`src/rtl/ref_dac_pkg.sv`:
```
// Shared types and constants for the reference DAC controller.
// Frame layout is {CMD, code[5:0], 6'b0}, WORD_W bits, MSB first.
package ref_dac_pkg;

    localparam int unsigned WORD_W      = 16;
    localparam int unsigned CLK_DIV_DEF = 2;
    localparam logic [3:0]  CMD         = 4'b0011;

    typedef enum logic [2:0] {
        StIdle,
        StLoad,
        StSetup,
        StShift,
        StGap
    } tx_state_e;

    function automatic logic [WORD_W-1:0] frame_word(input logic [5:0] code);
        return {CMD, code, 6'b000000};
    endfunction

endpackage

```
`src/rtl/ref_dac_ctrl_if.sv`:
```
// Board-side pins of the reference DAC controller: 3-wire serial link plus mux select.
interface ref_dac_ctrl_if;

    logic SDI_REF;
    logic CS_REF1;
    logic CLK_REF;
    logic MUX_REF1;

    modport master (output SDI_REF, output CS_REF1, output CLK_REF, output MUX_REF1);
    modport slave  (input  SDI_REF, input  CS_REF1, input  CLK_REF, input  MUX_REF1);

endinterface

```
`src/rtl/ref_spi_tx.sv`:
```
// Serial shift engine: one WORD_W frame per accepted start, CPOL=0, MSB first.
// start_i is taken only while busy_o is low; busy_o rises the following cycle.
module ref_spi_tx
    import ref_dac_pkg::*;
#(
    parameter int unsigned CLK_DIV = CLK_DIV_DEF,
    parameter int unsigned CS_GAP  = 4
) (
    input  logic              clk_i,
    input  logic              rst_ni,
    input  logic              start_i,
    input  logic [WORD_W-1:0] word_i,
    output logic              busy_o,
    output logic              sdi_o,
    output logic              cs_no,
    output logic              sclk_o
);

    localparam int unsigned CntMax = (CLK_DIV > CS_GAP) ? CLK_DIV : CS_GAP;
    localparam int unsigned CntW   = $clog2(CntMax + 1);
    localparam int unsigned HalfW  = $clog2(2 * WORD_W + 1);

    localparam logic [CntW-1:0]  DivLast  = CntW'(CLK_DIV - 1);
    localparam logic [CntW-1:0]  GapLast  = CntW'(CS_GAP - 1);
    localparam logic [HalfW-1:0] HalfLast = HalfW'(2 * WORD_W);

    tx_state_e         state_q, state_d;
    logic [CntW-1:0]   cnt_q, cnt_d;
    logic [HalfW-1:0]  half_q, half_d;
    logic [WORD_W-1:0] word_q, word_d;
    logic [WORD_W-1:0] shreg_q, shreg_d;
    logic              sclk_q, sclk_d;
    logic              cs_q, cs_d;

    always_ff @(posedge clk_i) begin
        if (!rst_ni) begin
            state_q <= StIdle;
            cnt_q   <= '0;
            half_q  <= '0;
            word_q  <= '0;
            shreg_q <= '0;
            sclk_q  <= 1'b0;
            cs_q    <= 1'b1;
        end else begin
            state_q <= state_d;
            cnt_q   <= cnt_d;
            half_q  <= half_d;
            word_q  <= word_d;
            shreg_q <= shreg_d;
            sclk_q  <= sclk_d;
            cs_q    <= cs_d;
        end
    end

    // Half-periods 0..2*WORD_W: even = CLK_REF low, odd = high, the last even one is the tail.
    always_comb begin
        state_d = state_q;
        cnt_d   = cnt_q;
        half_d  = half_q;
        word_d  = word_q;
        shreg_d = shreg_q;
        sclk_d  = sclk_q;
        cs_d    = cs_q;
        unique case (state_q)
            StIdle: begin
                if (start_i) begin
                    word_d  = word_i;
                    state_d = StLoad;
                end
            end
            StLoad: begin
                state_d = StSetup;
                cnt_d   = '0;
                half_d  = '0;
                cs_d    = 1'b0;
                sclk_d  = 1'b0;
                shreg_d = word_q;
            end
            StSetup: begin
                if (cnt_q == DivLast) begin
                    cnt_d   = '0;
                    state_d = StShift;
                end else begin
                    cnt_d = cnt_q + 1'b1;
                end
            end
            StShift: begin
                if (cnt_q == DivLast) begin
                    cnt_d = '0;
                    if (half_q == HalfLast) begin
                        cs_d    = 1'b1;
                        state_d = StGap;
                    end else begin
                        half_d = half_q + 1'b1;
                        if (!half_q[0]) begin
                            sclk_d = 1'b1;
                        end else begin
                            // SDI advances only on the falling edge of CLK_REF.
                            sclk_d  = 1'b0;
                            shreg_d = {shreg_q[WORD_W-2:0], 1'b0};
                        end
                    end
                end else begin
                    cnt_d = cnt_q + 1'b1;
                end
            end
            StGap: begin
                if (cnt_q == GapLast) begin
                    cnt_d   = '0;
                    state_d = StIdle;
                end else begin
                    cnt_d = cnt_q + 1'b1;
                end
            end
            default: state_d = StIdle;
        endcase
    end

    assign busy_o = (state_q != StIdle);
    assign sdi_o  = shreg_q[WORD_W-1];
    assign cs_no  = cs_q;
    assign sclk_o = sclk_q;

endmodule

```
`src/rtl/ref_dac_ctrl.sv`:
```
// Board top: syncs switches, resends the DAC frame on reset/code change, drives mux select.
// Optional REF_AUTO_REFRESH_EN adds a periodic forced resend every REFRESH cycles.
module ref_dac_ctrl
    import ref_dac_pkg::*;
#(
    parameter int unsigned CLK_DIV = CLK_DIV_DEF,
    parameter int unsigned CS_GAP  = 4
`ifdef REF_AUTO_REFRESH_EN
    ,
    parameter int unsigned REFRESH = 1000000
`endif
) (
    input  logic           clk,
    input  logic [7:0]     sw,
    ref_dac_ctrl_if.master dac
);

    logic              rst_n;
    logic [6:0]        sync1_q, sync2_q;
    logic              pend_q, pend_d;
    logic [5:0]        code_q, code_d;
    logic              mux_q, mux_d;
    logic              busy;
    logic              accept;
    logic              code_chg;
    logic              refresh_hit;
    logic [WORD_W-1:0] word;
    logic              sdi, cs_n, sclk;

    assign rst_n = sw[0];

    // Synchronizers keep sampling through reset so the first frame sees the real code.
    always_ff @(posedge clk) begin
        sync1_q <= sw[7:1];
        sync2_q <= sync1_q;
    end

    assign accept   = pend_q & ~busy;
    assign code_chg = (sync2_q[6:1] != code_q);
    assign word     = frame_word(sync2_q[6:1]);

`ifdef REF_AUTO_REFRESH_EN
    localparam int unsigned RefW = $clog2(REFRESH);

    logic [RefW-1:0] ref_cnt_q, ref_cnt_d;

    // Fires one cycle early so the next LOAD lands exactly REFRESH cycles after the last.
    assign refresh_hit = (ref_cnt_q == RefW'(REFRESH - 2));

    always_comb begin
        ref_cnt_d = ref_cnt_q + 1'b1;
        if (accept || ref_cnt_q == RefW'(REFRESH - 1)) begin
            ref_cnt_d = '0;
        end
    end

    always_ff @(posedge clk) begin
        if (!rst_n) begin
            ref_cnt_q <= '0;
        end else begin
            ref_cnt_q <= ref_cnt_d;
        end
    end
`else
    assign refresh_hit = 1'b0;
`endif

    always_comb begin
        pend_d = pend_q | code_chg | refresh_hit;
        code_d = code_q;
        mux_d  = sync2_q[0];
        if (accept) begin
            pend_d = 1'b0;
            code_d = sync2_q[6:1];
        end
    end

    always_ff @(posedge clk) begin
        if (!rst_n) begin
            pend_q <= 1'b1;
            code_q <= '0;
            mux_q  <= 1'b0;
        end else begin
            pend_q <= pend_d;
            code_q <= code_d;
            mux_q  <= mux_d;
        end
    end

    ref_spi_tx #(
        .CLK_DIV (CLK_DIV),
        .CS_GAP  (CS_GAP)
    ) u_tx (
        .clk_i   (clk),
        .rst_ni  (rst_n),
        .start_i (pend_q),
        .word_i  (word),
        .busy_o  (busy),
        .sdi_o   (sdi),
        .cs_no   (cs_n),
        .sclk_o  (sclk)
    );

    assign dac.SDI_REF  = sdi;
    assign dac.CS_REF1  = cs_n;
    assign dac.CLK_REF  = sclk;
    assign dac.MUX_REF1 = mux_q;

endmodule

```
`src/flat_wrapper.sv`:
```
// flat-port wrapper written by rule: the top's interface ports become plain ports
module ref_dac_ctrl_flat import ref_dac_pkg::*;
#(
    parameter int unsigned CLK_DIV = CLK_DIV_DEF,
    parameter int unsigned CS_GAP  = 4

)
  (clk, sw, dac_SDI_REF, dac_CS_REF1, dac_CLK_REF, dac_MUX_REF1);
  ref_dac_ctrl_if dac_i ();
  input  logic clk;
  input  logic [7:0] sw;
  output wire logic [$bits(dac_i.SDI_REF)-1:0] dac_SDI_REF;
  output wire logic [$bits(dac_i.CS_REF1)-1:0] dac_CS_REF1;
  output wire logic [$bits(dac_i.CLK_REF)-1:0] dac_CLK_REF;
  output wire logic [$bits(dac_i.MUX_REF1)-1:0] dac_MUX_REF1;
  assign dac_SDI_REF = dac_i.SDI_REF;
  assign dac_CS_REF1 = dac_i.CS_REF1;
  assign dac_CLK_REF = dac_i.CLK_REF;
  assign dac_MUX_REF1 = dac_i.MUX_REF1;
  ref_dac_ctrl #(.CLK_DIV(CLK_DIV), .CS_GAP(CS_GAP)) u_core (.clk(clk), .sw(sw), .dac(dac_i));
endmodule
```
`config.mk`:
```
export PLATFORM = sky130hd
export DESIGN_NAME = ref_dac_ctrl_flat
export DESIGN_NICKNAME = d
export VERILOG_FILES = /design/src/rtl/ref_dac_pkg.sv /design/src/rtl/ref_dac_ctrl_if.sv /design/src/rtl/ref_spi_tx.sv /design/src/rtl/ref_dac_ctrl.sv /design/src/flat_wrapper.sv
export SDC_FILE = /design/constraint.sdc
export NUM_CORES = 1
export LEC_CHECK = 0
export ABC_CLOCK_PERIOD_IN_PS = 1600
export BUFFER_PORTS_ARGS = -buffer_cell sky130_fd_sc_hd__buf_2
export CELL_PAD_IN_SITES_DETAIL_PLACEMENT = 2
export CELL_PAD_IN_SITES_GLOBAL_PLACEMENT = 2
export CORE_UTILIZATION = 34
export CTS_CLUSTER_DIAMETER = 30
export CTS_CLUSTER_SIZE = 24
export DETAILED_ROUTE_END_ITERATION = 12
export GPL_ROUTABILITY_DRIVEN = 0
export GPL_TIMING_DRIVEN = 0
export HOLD_SLACK_MARGIN = 0.15
export PLACE_DENSITY_LB_ADDON = 0.1
export SLEW_MARGIN = 10
export SYNTH_ARGS = -nofsm -noshare
export SYNTH_HDL_FRONTEND = slang
export SYNTH_SLANG_ARGS = --single-unit
```
`constraint.sdc`:
```
create_clock -name clk -period 1.6 [get_ports clk]
set_input_delay 0.16 -clock clk [delete_from_list [all_inputs] [get_ports clk]]
set_output_delay 0.16 -clock clk [all_outputs]
set_load 0.05 [all_outputs]
```
After elaboration in Yosys (flattened, before gate mapping). Cells that the tools add are included.

Output and inout bits: 4. Register bits after elaboration: 59.

Bitwise operators: 3. Add/subtract/negate cells: 2. Muxes and demuxes: 24. Eq/ne operators: 15. Reduce and logical (&&, ||, !) cells: 10.

Operators by type and width (number): 16-bit two-way mux (3); 16-bit one-hot mux with 2 select lines (1); 3-bit two-way mux (7); 3-bit one-hot mux with 5 select lines (1); 6-bit two-way mux (2); 2-bit != test, second input constant (6); 6-bit one-hot mux with 2 select lines (1); 3-bit by 2-bit == test with 1-bit output, second input constant (3); 3-bit one-hot mux with 3 select lines (1); 6-bit by 1-bit adder with 6-bit output, second input constant (1); 3-bit by 1-bit == test with 1-bit output, second input constant (2); 6-bit == test, second input constant (1); 1-bit two-way mux (6); 6-bit != test (1); 3-bit AND reduction (2); 3-bit nonzero test (2); 5-bit AND reduction (1); 1-bit one-hot mux with 2 select lines (2); 4-bit AND reduction (1); 3-bit by 1-bit adder with 3-bit output, second input constant (1); 3-bit == test, second input constant (1); 3-bit zero test (1); 2-bit by 1-bit != test with 1-bit output, second input constant (1); 2-bit AND reduction (1); 5 further kinds (5).

Longest topological paths before layout.
Depth after elaboration: 4. Mapped depth: 7. Depth with buffers taken out: 6.

Modules after synthesis. Synthesis repeated with hierarchy kept, for this count alone.

Cells, all modules: 290. Area, all modules: 2708.8 µm².

By module, submodules not included: ref_spi_tx (instances 1, cells each 241, area an instance 2054.5 µm²); ref_dac_ctrl (instances 1, cells each 49, area an instance 654.4 µm²).

Least setup slack after synthesis. No wires, ideal clock.

Kind: reg-to-reg. From: register u_core.u_tx.half_q[0]. To: register u_core.u_tx.shreg_q[10]. Library setup time: 0.133 ns. Setup slack: -0.590 ns. Period minus slack after synthesis: 2.190 ns. Data arrival time: 2.057 ns. Cell stages (with the launch flop): 8. Data required time: 1.467 ns. Path buffers: 1. Path through: dfxtp_1 > inv_1 > ha_1 > nor2b_2 > a2111oi_4 > or2_1 > buf_6 > a311oi_1.

Longest elaborated chain between the ends: 3.

Ends and longest elaborated chain: start, declared (RTL line ref_spi_tx.sv:29) `logic [HalfW-1:0] half_q, half_d;`; start signal, assigned (RTL line ref_spi_tx.sv:47) `half_q <= half_d;`; 6-bit == test (RTL line ref_spi_tx.sv:90) `if (half_q == HalfLast) begin`; 2-bit != test (no line); 4-bit AND reduction (no line) *; end signal, assigned (RTL line ref_spi_tx.sv:49) `shreg_q <= shreg_d;`; end, declared (RTL line ref_spi_tx.sv:31) `logic [WORD_W-1:0] shreg_q, shreg_d;`.

Every way passes the cells marked *; elsewhere a longest branch is shown, timed or not. A chain may end at the register's enable or synchronous reset.

Worst setup path after layout.
From: register u_core.u_tx.half_q[0]. To: register u_core.u_tx.shreg_q[9].

The elaborated chain is that of the path after synthesis.

==> run metrics <==
status complete, but fails checks; failing checks setup timing; WP data arrival approximately 1.9 ns; hpwl dp 3670 um; Pleak 0.965 nW; routed vias between 1,500 and 2,000; Yosys top cell area share 0.477; Worst Path Required 1.81 ns; fillers 580; CTS tree yes; Worst Tran Pin Value approximately 0.67 ns; DRC Markers 0; all-layer global routing usage 0.184; Clock transition at path regs roughly 0.090 ns; mean post-synth cell area 9.56 um2; number of enable flip-flop cells after synthesis 0; async set or reset register ratio after synthesis 0; final worst setup slack -0.0645 ns; initial core utilization 0.351; placed cell count around 290; crit path kind flip-flop to flip-flop; worst path cell trace inv_4 -> ha_4 -> nor2b_4 -> a2111oi_4 -> buf_4 -> or2_4 -> buf_6 -> a311oi_2; most common cell in the netlist dfxtp_1; achievable frequency 601 MHz; Setup TNS -0.393 ns; post-layout util 0.451; die width roughly 77 um; Design Power approximately 2.9 mW; share of post-route cells with drive strength above 1 0.313; largest cells by area after synthesis dfxtp_1 (48%), nand3_1 (4.1%), ha_1 (3.9%); RSZ-0062 raised after global routing true; Seq/Total Area, Yosys 0.477; Hold/Removal Path Class input port to flip-flop; YS warnings 0; Ports 13; via/cell ratio between 5 and 6; Max Cap Viol 0; core footprint 5510 um2; PD cells 1150 nW/um2; die height 77.4 um; Synth Instances ~200; P&R area growth vs syn 28.7%; Mapped Nets 217; row count 27; Largest stage delay, worst path ~0.36 ns; VDD IR max between 0.5 and 0.6 mV; Setup Skew 0.00832 ns; initial antenna violation count 0; setup violators final 9; Hold Violations, Final 0; IO buf count 12; fin cells 312; max-slew violation count 0; CP Launch Type flip-flop; Die ar. 5990 um2; Avg WL per Cell around 17 um; Setup WS pre-CTS -0.361 ns; Synth Flop Type dfxtp_1; CTS buffer count 5; antenna cells 0; Worst Setup End Kind flip-flop; CP max-delay cell dfxtp_4; Max Fanout on Critical Path 5; GR Overflow Total 0; crit share post-route 1.04; CTS Sinks 46; number of global-route vias before repair 1,717; CTS root buffer clkbuf_8; synth unique cells 45; Synth top cells by count dfxtp_1 (46), nand2_1 (18), nand3_1 (16), nor2_1 (12), a21oi_1 (9); largest net degree at the start of global routing 17; 1st-iter DRT viols between 40 and 50; ANT nets after route 0; first-pass GRT wire length 8500 um; Netlist Area Pre-Place about 1900 um2; WL final 5430 um; slew margin rel. 0.554; total number of H-tree levels 2; top cell type by total area after synthesis dfxtp_1; min Tclk post-route 1.66 ns; CTS Buffer Depth 2; Final nets 254; Clk Latency, worst-skew pair 0.30 ns; drt pass-1 iters 4; #FFs+latches synth 46
## final timing paths
kind / startpoint / slack [ns] / endpoint / cells past startpoint
max: u_core.u_tx.half_q[0]$_SDFFE_PN0P_ / -0.06 / u_core.u_tx.shreg_q[9]$_SDFFE_PN0P_ / 8
min: sw[0] / 0.17 / u_core.u_tx.shreg_q[15]$_SDFFE_PN0P_ / 3
max reg2reg: u_core.u_tx.half_q[0]$_SDFFE_PN0P_ / -0.06 / u_core.u_tx.shreg_q[9]$_SDFFE_PN0P_ / 8
min reg2reg: u_core.sync1_q[6]$_DFF_P_ / 0.34 / u_core.sync2_q[6]$_DFF_P_ / 0
## per-stage QoR
stage,hold slack [ns],cell area [um2]
2_1_floorplan,0.188,1960
3_3_place_gp,0.262,2110
3_5_place_dp,0.264,2110
4_1_cts,0.170,2420
5_1_grt,0.178,2490
6_report,0.172,2490
## timing repair
item / 4_1_cts / 5_1_grt
gates resized for setup: 27 / 14
gates cloned: 1 / 0
hold buffers: 7 / 0
buffers inserted: 10 / 2
pin swaps: 13 / 8
setup endpoints to repair: 20 / 19
hold endpoints to repair: 7 / 0
## layout by cell type, fill, tap and decap left out, types with 2 or more instances in the layout
| cell type | instances |
|---|---|
| a21oi_1 | 7 |
| a21oi_2 | 2 |
| a311oi_1 | 2 |
| a311oi_2 | 5 |
| and3_1 | 2 |
| buf_2 | 12 |
| buf_4 | 11 |
| buf_6 | 6 |
| clkbuf_1 | 5 |
| clkbuf_8 | 5 |
| dfxtp_1 | 38 |
| dfxtp_2 | 6 |
| dfxtp_4 | 2 |
| dlygate4sd3_1 | 7 |
| ha_1 | 4 |
| ha_4 | 2 |
| inv_1 | 5 |
| inv_6 | 2 |
| mux2i_1 | 6 |
| nand2_1 | 18 |
| nand2b_1 | 2 |
| nand3_1 | 16 |
| nor2_1 | 11 |
| nor2b_1 | 2 |
| nor3_1 | 5 |
| nor3_2 | 2 |
| nor4_1 | 2 |
| o211a_1 | 3 |
| o21ai_0 | 6 |
| o21ai_2 | 2 |
| o22ai_1 | 2 |
| or2_4 | 2 |
| or3_1 | 3 |
| xor2_1 | 6 |
## power by group
group | switching (mW) | internal [mW] | total, mW
clock | 0.439 | 0.317 | 0.756
combinational | 0.407 | 0.330 | 0.737
sequential | 0.0946 | 1.26 | 1.36
total | 0.941 | 1.91 | 2.85
## area by class of cell
type / count / area, um2 / area share
Inverter: 7 / 28.8 / 0.0116
Buffer: 10 / 65.1 / 0.0262
Clock buffer: 5 / 68.8 / 0.0277
Sequential cell: 46 / 936 / 0.376
Timing Repair Buffer: 32 / 239 / 0.0961
Multi-Input combinational cell: 137 / 1040 / 0.417
Clock inverter: 3 / 22.5 / 0.00906
Tap cell: 72 / 90.1 / 0.0362
## worst max-delay path: cells and delay by family, from the launching register on
| kind | cells | cell delay [ns] |
|---|---|---|
| fa+ha+maj | 1 | 0.12 |
| simple gates | 2 | 0.44 |
| compound gates | 2 | 0.29 |
| buf+inv | 3 | 0.36 |
| flops | 1 | 0.36 |
## cell families after synthesis
family                   after synthesis  synth area share
buffers and inverters                 19            0.0538
flip-flops                            46             0.477
adder cells (fa/ha/maj)                6            0.0389
XOR/XNOR                               7            0.0317
AND/OR/NAND/NOR                       80             0.223
AO/OA/AOI/OAI                         38             0.144
multiplexers                           6            0.0311
## metal layers
metal  up-vias  global-route usage  wire length (um)
met2        12               0.348              3030
met4         0              0.0509                41
met5         -                   0                 0
met3         5              0.0353                75
met1       811               0.208              2290
li1        787                   -                 -
## flip-flops by register name (all words and copies together) (netlist names)
| name | count |
|---|---|
| u_core.u_tx.half_q | 6 |
| u_core.code_q | 5 |
| u_core.u_tx.cs_no | 1 |
| u_core.pend_q | 1 |
| u_core.sync2_q | 7 |
| u_core.u_tx.shreg_q | 10 |
| u_core.u_tx.state_q | 3 |
| u_core.dac.MUX_REF1 | 1 |
| u_core.sync1_q | 7 |
| u_core.u_tx.cnt_q | 3 |
| u_core.u_tx.word_q | 2 |
(Power assumes the default switching activity.)
